<file path="config.mk">
export PLATFORM = sky130hd
export DESIGN_NAME = sd_wrr_mux
export DESIGN_NICKNAME = d
export VERILOG_FILES = /design/src/rtl/sd_wrr_pkg.sv /design/src/rtl/sd_rr_pick.sv /design/src/rtl/sd_wrr_mux.sv
export SDC_FILE = /design/constraint.sdc
export NUM_CORES = 1
export LEC_CHECK = 0
export BUFFER_PORTS_ARGS = -buffer_cell sky130_fd_sc_hd__buf_2
export CAP_MARGIN = 20
export CORE_ASPECT_RATIO = 0.75
export CORE_UTILIZATION = 40
export CTS_CLUSTER_DIAMETER = 150
export DETAILED_ROUTE_END_ITERATION = 12
export HOLD_SLACK_MARGIN = 0.15
export PLACE_DENSITY = 0.8
export SETUP_SLACK_MARGIN = 0.5
export SLEW_MARGIN = 40
export SYNTH_ARGS = -nofsm -noshare
export SYNTH_HDL_FRONTEND = slang
export SYNTH_SLANG_ARGS = --single-unit
</file>
<file path="constraint.sdc">
create_clock -name clk -period 4.4 [get_ports clk]
set_input_delay 0 -clock clk [delete_from_list [all_inputs] [get_ports clk]]
set_output_delay 0 -clock clk [all_outputs]
set_load 0.005 [all_outputs]
</file>
<file path="src/rtl/sd_wrr_pkg.sv">
// Shared constants and types for the weighted round-robin srdy/drdy mux.
package sd_wrr_pkg;

  localparam int unsigned STAT_W     = 16;
  // A programmed weight of zero still earns one transfer per turn.
  localparam int unsigned WEIGHT_MIN = 1;

  typedef enum logic {
    OWN_FREE = 1'b0,
    OWN_BUSY = 1'b1
  } own_state_t;

endpackage

</file>
<file path="src/rtl/sd_rr_pick.sv">
// Combinational round-robin search: first requester after last_i, wrapping, last_i itself last.
module sd_rr_pick #(
  parameter int unsigned inputs = 4
) (
  input  logic [inputs-1:0]         req_i,
  input  logic [$clog2(inputs)-1:0] last_i,
  output logic [inputs-1:0]         win_o
);

  localparam int unsigned IW = $clog2(inputs);

  int unsigned   idx;
  logic [IW-1:0] sel;
  logic          found;

  always_comb begin
    win_o = '0;
    found = 1'b0;
    idx   = 0;
    sel   = '0;
    for (int unsigned k = 1; k <= inputs; k++) begin
      idx = 32'(last_i) + k;
      if (idx >= inputs) idx = idx - inputs;
      sel = IW'(idx);
      if (!found && req_i[sel]) begin
        win_o[sel] = 1'b1;
        found      = 1'b1;
      end
    end
  end

endmodule

</file>
<file path="src/rtl/sd_wrr_mux.sv">
// Weighted round-robin N:1 srdy/drdy mux with a one-entry output register.
// Define SD_WRR_STATS_EN to build the per-requester saturating transfer counters.
module sd_wrr_mux
  import sd_wrr_pkg::*;
#(
  parameter int unsigned width     = 8,
  parameter int unsigned inputs    = 4,
  parameter int unsigned weight_sz = 4
) (
  input  logic                        clk,
  input  logic                        reset,
  input  logic [inputs-1:0]           c_srdy,
  output logic [inputs-1:0]           c_drdy,
  input  logic [inputs*width-1:0]     c_data,
  input  logic [inputs*weight_sz-1:0] weights,
  output logic                        p_srdy,
  input  logic                        p_drdy,
  output logic [width-1:0]            p_data,
  output logic [inputs-1:0]           p_grant,
  output logic [inputs*STAT_W-1:0]    stat_cnt
);

  localparam int unsigned IW = $clog2(inputs);
  typedef logic [IW-1:0] idx_t;
  localparam idx_t LAST_IDX = idx_t'(inputs - 1);

  own_state_t           own_q, own_d;
  idx_t                 cur_q, cur_d;
  logic [weight_sz-1:0] credit_q, credit_d;
  logic                 p_srdy_q, p_srdy_d;
  logic [width-1:0]     p_data_q, p_data_d;

  logic [width-1:0]     data_arr [inputs];
  logic [weight_sz-1:0] wt_arr   [inputs];
  logic [inputs-1:0]    pick, grant;
  idx_t                 gidx;
  logic                 hold, slot_free, xfer;
  logic [weight_sz-1:0] wload;

  sd_rr_pick #(.inputs(inputs)) u_pick (
    .req_i  (c_srdy),
    .last_i (cur_q),
    .win_o  (pick)
  );

  always_comb begin
    for (int unsigned i = 0; i < inputs; i++) begin
      data_arr[i] = c_data[i*width +: width];
      wt_arr[i]   = weights[i*weight_sz +: weight_sz];
    end
  end

  // The owner keeps the grant while it still has credit and keeps requesting.
  always_comb begin
    hold  = (own_q == OWN_BUSY) && c_srdy[cur_q];
    grant = '0;
    if (!reset) begin
      if (hold) grant[cur_q] = 1'b1;
      else      grant        = pick;
    end
    gidx = '0;
    for (int unsigned i = 0; i < inputs; i++) begin
      if (grant[i]) gidx = idx_t'(i);
    end
    slot_free = !p_srdy_q || p_drdy;
    c_drdy    = grant & {inputs{slot_free}};
    xfer      = |(c_drdy & c_srdy);
    wload     = (wt_arr[gidx] == '0) ? weight_sz'(WEIGHT_MIN) : wt_arr[gidx];
  end

  // Credit counts the extra transfers left; the one that exhausts it releases ownership.
  always_comb begin
    own_d    = own_q;
    cur_d    = cur_q;
    credit_d = credit_q;
    if ((own_q == OWN_BUSY) && !c_srdy[cur_q]) begin
      own_d    = OWN_FREE;
      credit_d = '0;
    end
    if (xfer) begin
      if (hold) begin
        credit_d = (credit_q == '0) ? '0 : credit_q - weight_sz'(1);
        own_d    = ((credit_q == '0) || (credit_q == weight_sz'(1))) ? OWN_FREE : OWN_BUSY;
      end else begin
        cur_d    = gidx;
        credit_d = wload - weight_sz'(1);
        own_d    = (wload == weight_sz'(1)) ? OWN_FREE : OWN_BUSY;
      end
    end
  end

  always_comb begin
    p_srdy_d = p_srdy_q;
    p_data_d = p_data_q;
    if (xfer) begin
      p_srdy_d = 1'b1;
      p_data_d = data_arr[gidx];
    end else if (p_drdy) begin
      p_srdy_d = 1'b0;
    end
  end

  always_ff @(posedge clk) begin
    if (reset) begin
      own_q    <= OWN_FREE;
      cur_q    <= LAST_IDX;
      credit_q <= '0;
      p_srdy_q <= 1'b0;
      p_data_q <= '0;
    end else begin
      own_q    <= own_d;
      cur_q    <= cur_d;
      credit_q <= credit_d;
      p_srdy_q <= p_srdy_d;
      p_data_q <= p_data_d;
    end
  end

  assign p_srdy  = p_srdy_q;
  assign p_data  = p_data_q;
  assign p_grant = grant;

`ifdef SD_WRR_STATS_EN
  logic [STAT_W-1:0] stat_q [inputs];

  always_ff @(posedge clk) begin
    for (int unsigned i = 0; i < inputs; i++) begin
      if (reset) begin
        stat_q[i] <= '0;
      end else if (c_drdy[i] && c_srdy[i] && (stat_q[i] != '1)) begin
        stat_q[i] <= stat_q[i] + STAT_W'(1);
      end
    end
  end

  always_comb begin
    for (int unsigned i = 0; i < inputs; i++) begin
      stat_cnt[i*STAT_W +: STAT_W] = stat_q[i];
    end
  end
`else
  assign stat_cnt = '0;
`endif

endmodule

</file>
==> qor.csv <==
stage,metric,value,unit
status,status,"complete, no violations",
critical_path,critical path peak fanout,8,
layout,layout cell share with drive strength beyond 1,30.0,%
power,Psw,1.35,mW
layout,fin area,2900,um^2
floorplanning,initial core utilization,41.6,%
global_route,vias in the first global route,2097,
placed_design,port bufs,71,
critical_path,Crit Reg-Reg Endpoint,credit_q[1]$_SDFFE_PP0P_,
clocking,CTS tree,built,
layout,FILL cells,479,
synthesis,Post-Syn Area,2210,um^2
routing,routed wire length,6900,um
synthesis,Main synth FF type,dfxtp_1,
layout,"commonest non-fill, non-tap cells in the layout","buf_2 (71), conb_1 (64), nand2_1 (53), dlygate4sd3_1 (27), nand3_1 (25)",
layout,nets,479,
layout,area of the multi-input gates,1610,um^2
routing,Iter 0 DRT Violations,214,
global_route,antenna violations before repair,0,
placed_design,pre-CTS setup slack,0.337,ns
routing,DRT Pass-1 Iters,5,
power,Int Power,1.21,mW
synthesis,Post-Syn Instances,303,
timing,shortest clock period the worst path allows after layout,3.72,ns
timing,Slew headroom,47.3,%
clocking,worst skew pair latency,0.26,ns
synthesis,#FFs+latches synth,16,
synthesis,"Avg Cell Area, Syn",7.31,um^2
routing,wire per inst,14.1,um
synthesis,"FFs w/ async S/R, synth",0,%
clocking,CTS root buffer,clkbuf_8,
critical_path,WS Path Type,register to register,
power,Peak VDD IR,483,uV
timing,Setup-failing EPs final,0,
critical_path,Startpoint Class,register,
layout,storage element area,324,um^2
floorplanning,die area,5840,um^2
critical_path,Setup crit end kind,register,
power,Sequential Power Share,10.5,%
clocking,CTS Buffer Depth,2,
timing,worst setup margin,0.684,ns
routing,Residual DRC,0,
power,Leak,1.40,nW
critical_path,FF-to-FF Start,cur_q[1]$_SDFFE_PP1P_,
placed_design,placed instance area,2390,um^2
critical_path,Worst R2R Path Depth,17,
global_route,global-route wire length before repair,9750,um
layout,final core utilization,54.4,%
floorplanning,Die Y,66.4,um
clocking,clock-pin slew on the worst setup and hold paths,0.07,ns
hold_path,HP Class,input pin to register,
critical_path,Critical path origin,cur_q[1]$_SDFFE_PP1P_,
global_route,largest net degree at the start of global routing,34,
timing,Worst-Margin Slew,0.790,ns
critical_path,data required time of the worst path,4.53,ns
clocking,H-tree levels,1,
layout,"most common cell after layout, fill and taps aside",buf_2,
critical_path,Arrival @ worst endpoint,3.84,ns
power,combinational fraction of design power,84.2,%
critical_path,r2r setup slk,0.68,ns
timing,unrepaired setup endpoints after global routing,false,
power,clock power share,5.4,%
layout,ANT cells,0,
timing,Fin Setup TNS,0,ns
synthesis,Cell variety after synth,52,
timing,Final Max Tran Viols,0,
floorplanning,standard-cell row count,23,
global_route,Global Route Usage Sum,21.4,%
clocking,clock sink count,16,
power,Power Density,885,nW/um^2
floorplanning,die span in x,87.9,um
layout,Area Overhead vs Synth,30.8,%
power,Tot Pwr,2.56,mW
placed_design,gpl congestion,0.912,
synthesis,warnings from Yosys,0,
routing,DR vias,2459,
hold_path,hold depth,5,
floorplanning,I/O pins,136,
timing,Final Hold Fails,0,
power,switching share of power,52.7,%
synthesis,Post-synth EDFFs,0,
timing,clk_skew,0.00466,ns
global_route,GRT overflow,0,
timing,Max Freq,269,MHz
routing,remaining antenna violation count after routing,0,
synthesis,"Seq/Total Area, Yosys",14.5,%
timing,Tcrit/Tclk final,84.5,%
placed_design,post-DP HPWL,4320,um
routing,vias per cell,5.04,
floorplanning,core area,5320,um^2
critical_path,Worst Setup EP,credit_q[1]$_SDFFE_PP0P_,
run,# Max-Cap Violations,0,
clocking,CTS Buf Count,3,
==> synth_stat cells, drive strengths merged (2+ instances only) <==
cell | number | area, um^2
nand3 | 25 | 125
mux2i | 3 | 30.0
buf | 74 | 556
nand2b | 5 | 31.3
clkbuf | 3 | 11.3
o21a | 4 | 30.0
a31oi | 2 | 12.5
a21oi | 19 | 114
nor2 | 13 | 48.8
nor2b | 2 | 12.5
a32oi | 3 | 33.8
nand3b | 3 | 22.5
inv | 8 | 30.0
a211oi | 7 | 75.1
dfxtp | 16 | 320
nor3 | 11 | 55.1
o22ai | 2 | 18.8
o21ai | 9 | 48.8
ha | 10 | 125
nand2 | 54 | 205
a211o | 2 | 17.5
mux4 | 4 | 90.1
nor3b | 3 | 22.5
o31ai | 2 | 20.0
and2 | 4 | 27.5
==> state kept, by name, indices dropped and copies added (netlist names) <==
signal and cells:
credit_q 4, cur_q 2, own_q 1, p_data 8, p_srdy 1
==> per-stage QoR <==
| step | hold WS (ns) | instances |
|---|---|---|
| 2_1_floorplan | 0.0290 | 366 |
| 3_3_place_gp | 0.394 | 442 |
| 4_1_cts | 0.150 | 476 |
| 5_1_grt | 0.160 | 488 |
| 6_report | 0.146 | 488 |
| 3_5_place_dp | 0.396 | 442 |
==> power by group through the flow <==
stage,sequential [mW],clock [mW],combinational (mW)
2_1_floorplan,0.263,0,1.40
3_3_place_gp,0.264,0,1.69
3_5_place_dp,0.267,0,1.75
4_1_cts,0.265,0.139,1.83
5_1_grt,0.276,0.143,2.33
6_report,0.269,0.138,2.16
==> per-layer routing <==
| metal | global-route usage (%) | up-vias | routed length [um] |
|---|---|---|---|
| li1 | - | 1139 | - |
| met1 | 27.0 | 1137 | 2690 |
| met5 | 0 | - | 0 |
| met3 | 3.87 | 33 | 499 |
| met4 | 7.17 | 0 | 216 |
| met2 | 36.4 | 150 | 3490 |
==> worst min-delay path by stage <==
stage / from / endpoint / slack (ns)
floorplan: reset / p_grant[1] / 0.03
global placement: c_data[18] / p_data[2]$_SDFFE_PP0P_ / 0.39
detailed placement: c_data[21] / p_data[5]$_SDFFE_PP0P_ / 0.40
CTS: c_data[15] / p_data[7]$_SDFFE_PP0P_ / 0.15
global route: c_data[15] / p_data[7]$_SDFFE_PP0P_ / 0.16
finish: c_data[15] / p_data[7]$_SDFFE_PP0P_ / 0.15
==> kinds of logic after synthesis <==
family                   after synthesis  synth area share, %
AND/OR/NAND/NOR                      125                 26.5
buffers and inverters                 85                 26.9
AO/OA/AOI/OAI                         58                 20.5
flip-flops                            16                 14.5
adder cells (fa/ha/maj)               10                 5.65
multiplexers                           7                 5.42
other                                  1                0.169
XOR/XNOR                               1                0.396
==> cell type report <==
cell class / instances / area share (%)
repair buffers: 119 / 27.0
inverters: 8 / 1.04
well taps: 75 / 3.24
flip-flops and latches: 16 / 11.2
clock buffers: 4 / 1.90
multi-input cells: 266 / 55.6
==> what timing repair did <==
item,CTS,global route
endpoints found under the hold margin,7,0
hold buffers,27,0
gates resized for setup,3,10
endpoints found under the setup margin,3,7
gates cloned,1,0
pin swaps,2,9
buffers inserted,2,12
==> critical path, stage by stage, from the launching register on <==
cell and delay, ns:
dfxtp_4 0.40, inv_2 0.08, ha_4 0.28, mux4_2 0.57, nand2_1 0.10, o21ai_0 0.09
a32oi_2 0.39, buf_4 0.21, o21bai_4 0.11, a211oi_2 0.29, o22ai_2 0.17, nor2_1 0.17
nor2_1 0.06, ha_1 0.27, nand2_1 0.05, and3_1 0.16, a31oi_1 0.14, nor2_1 0.05
(Power assumes the default switching activity.)
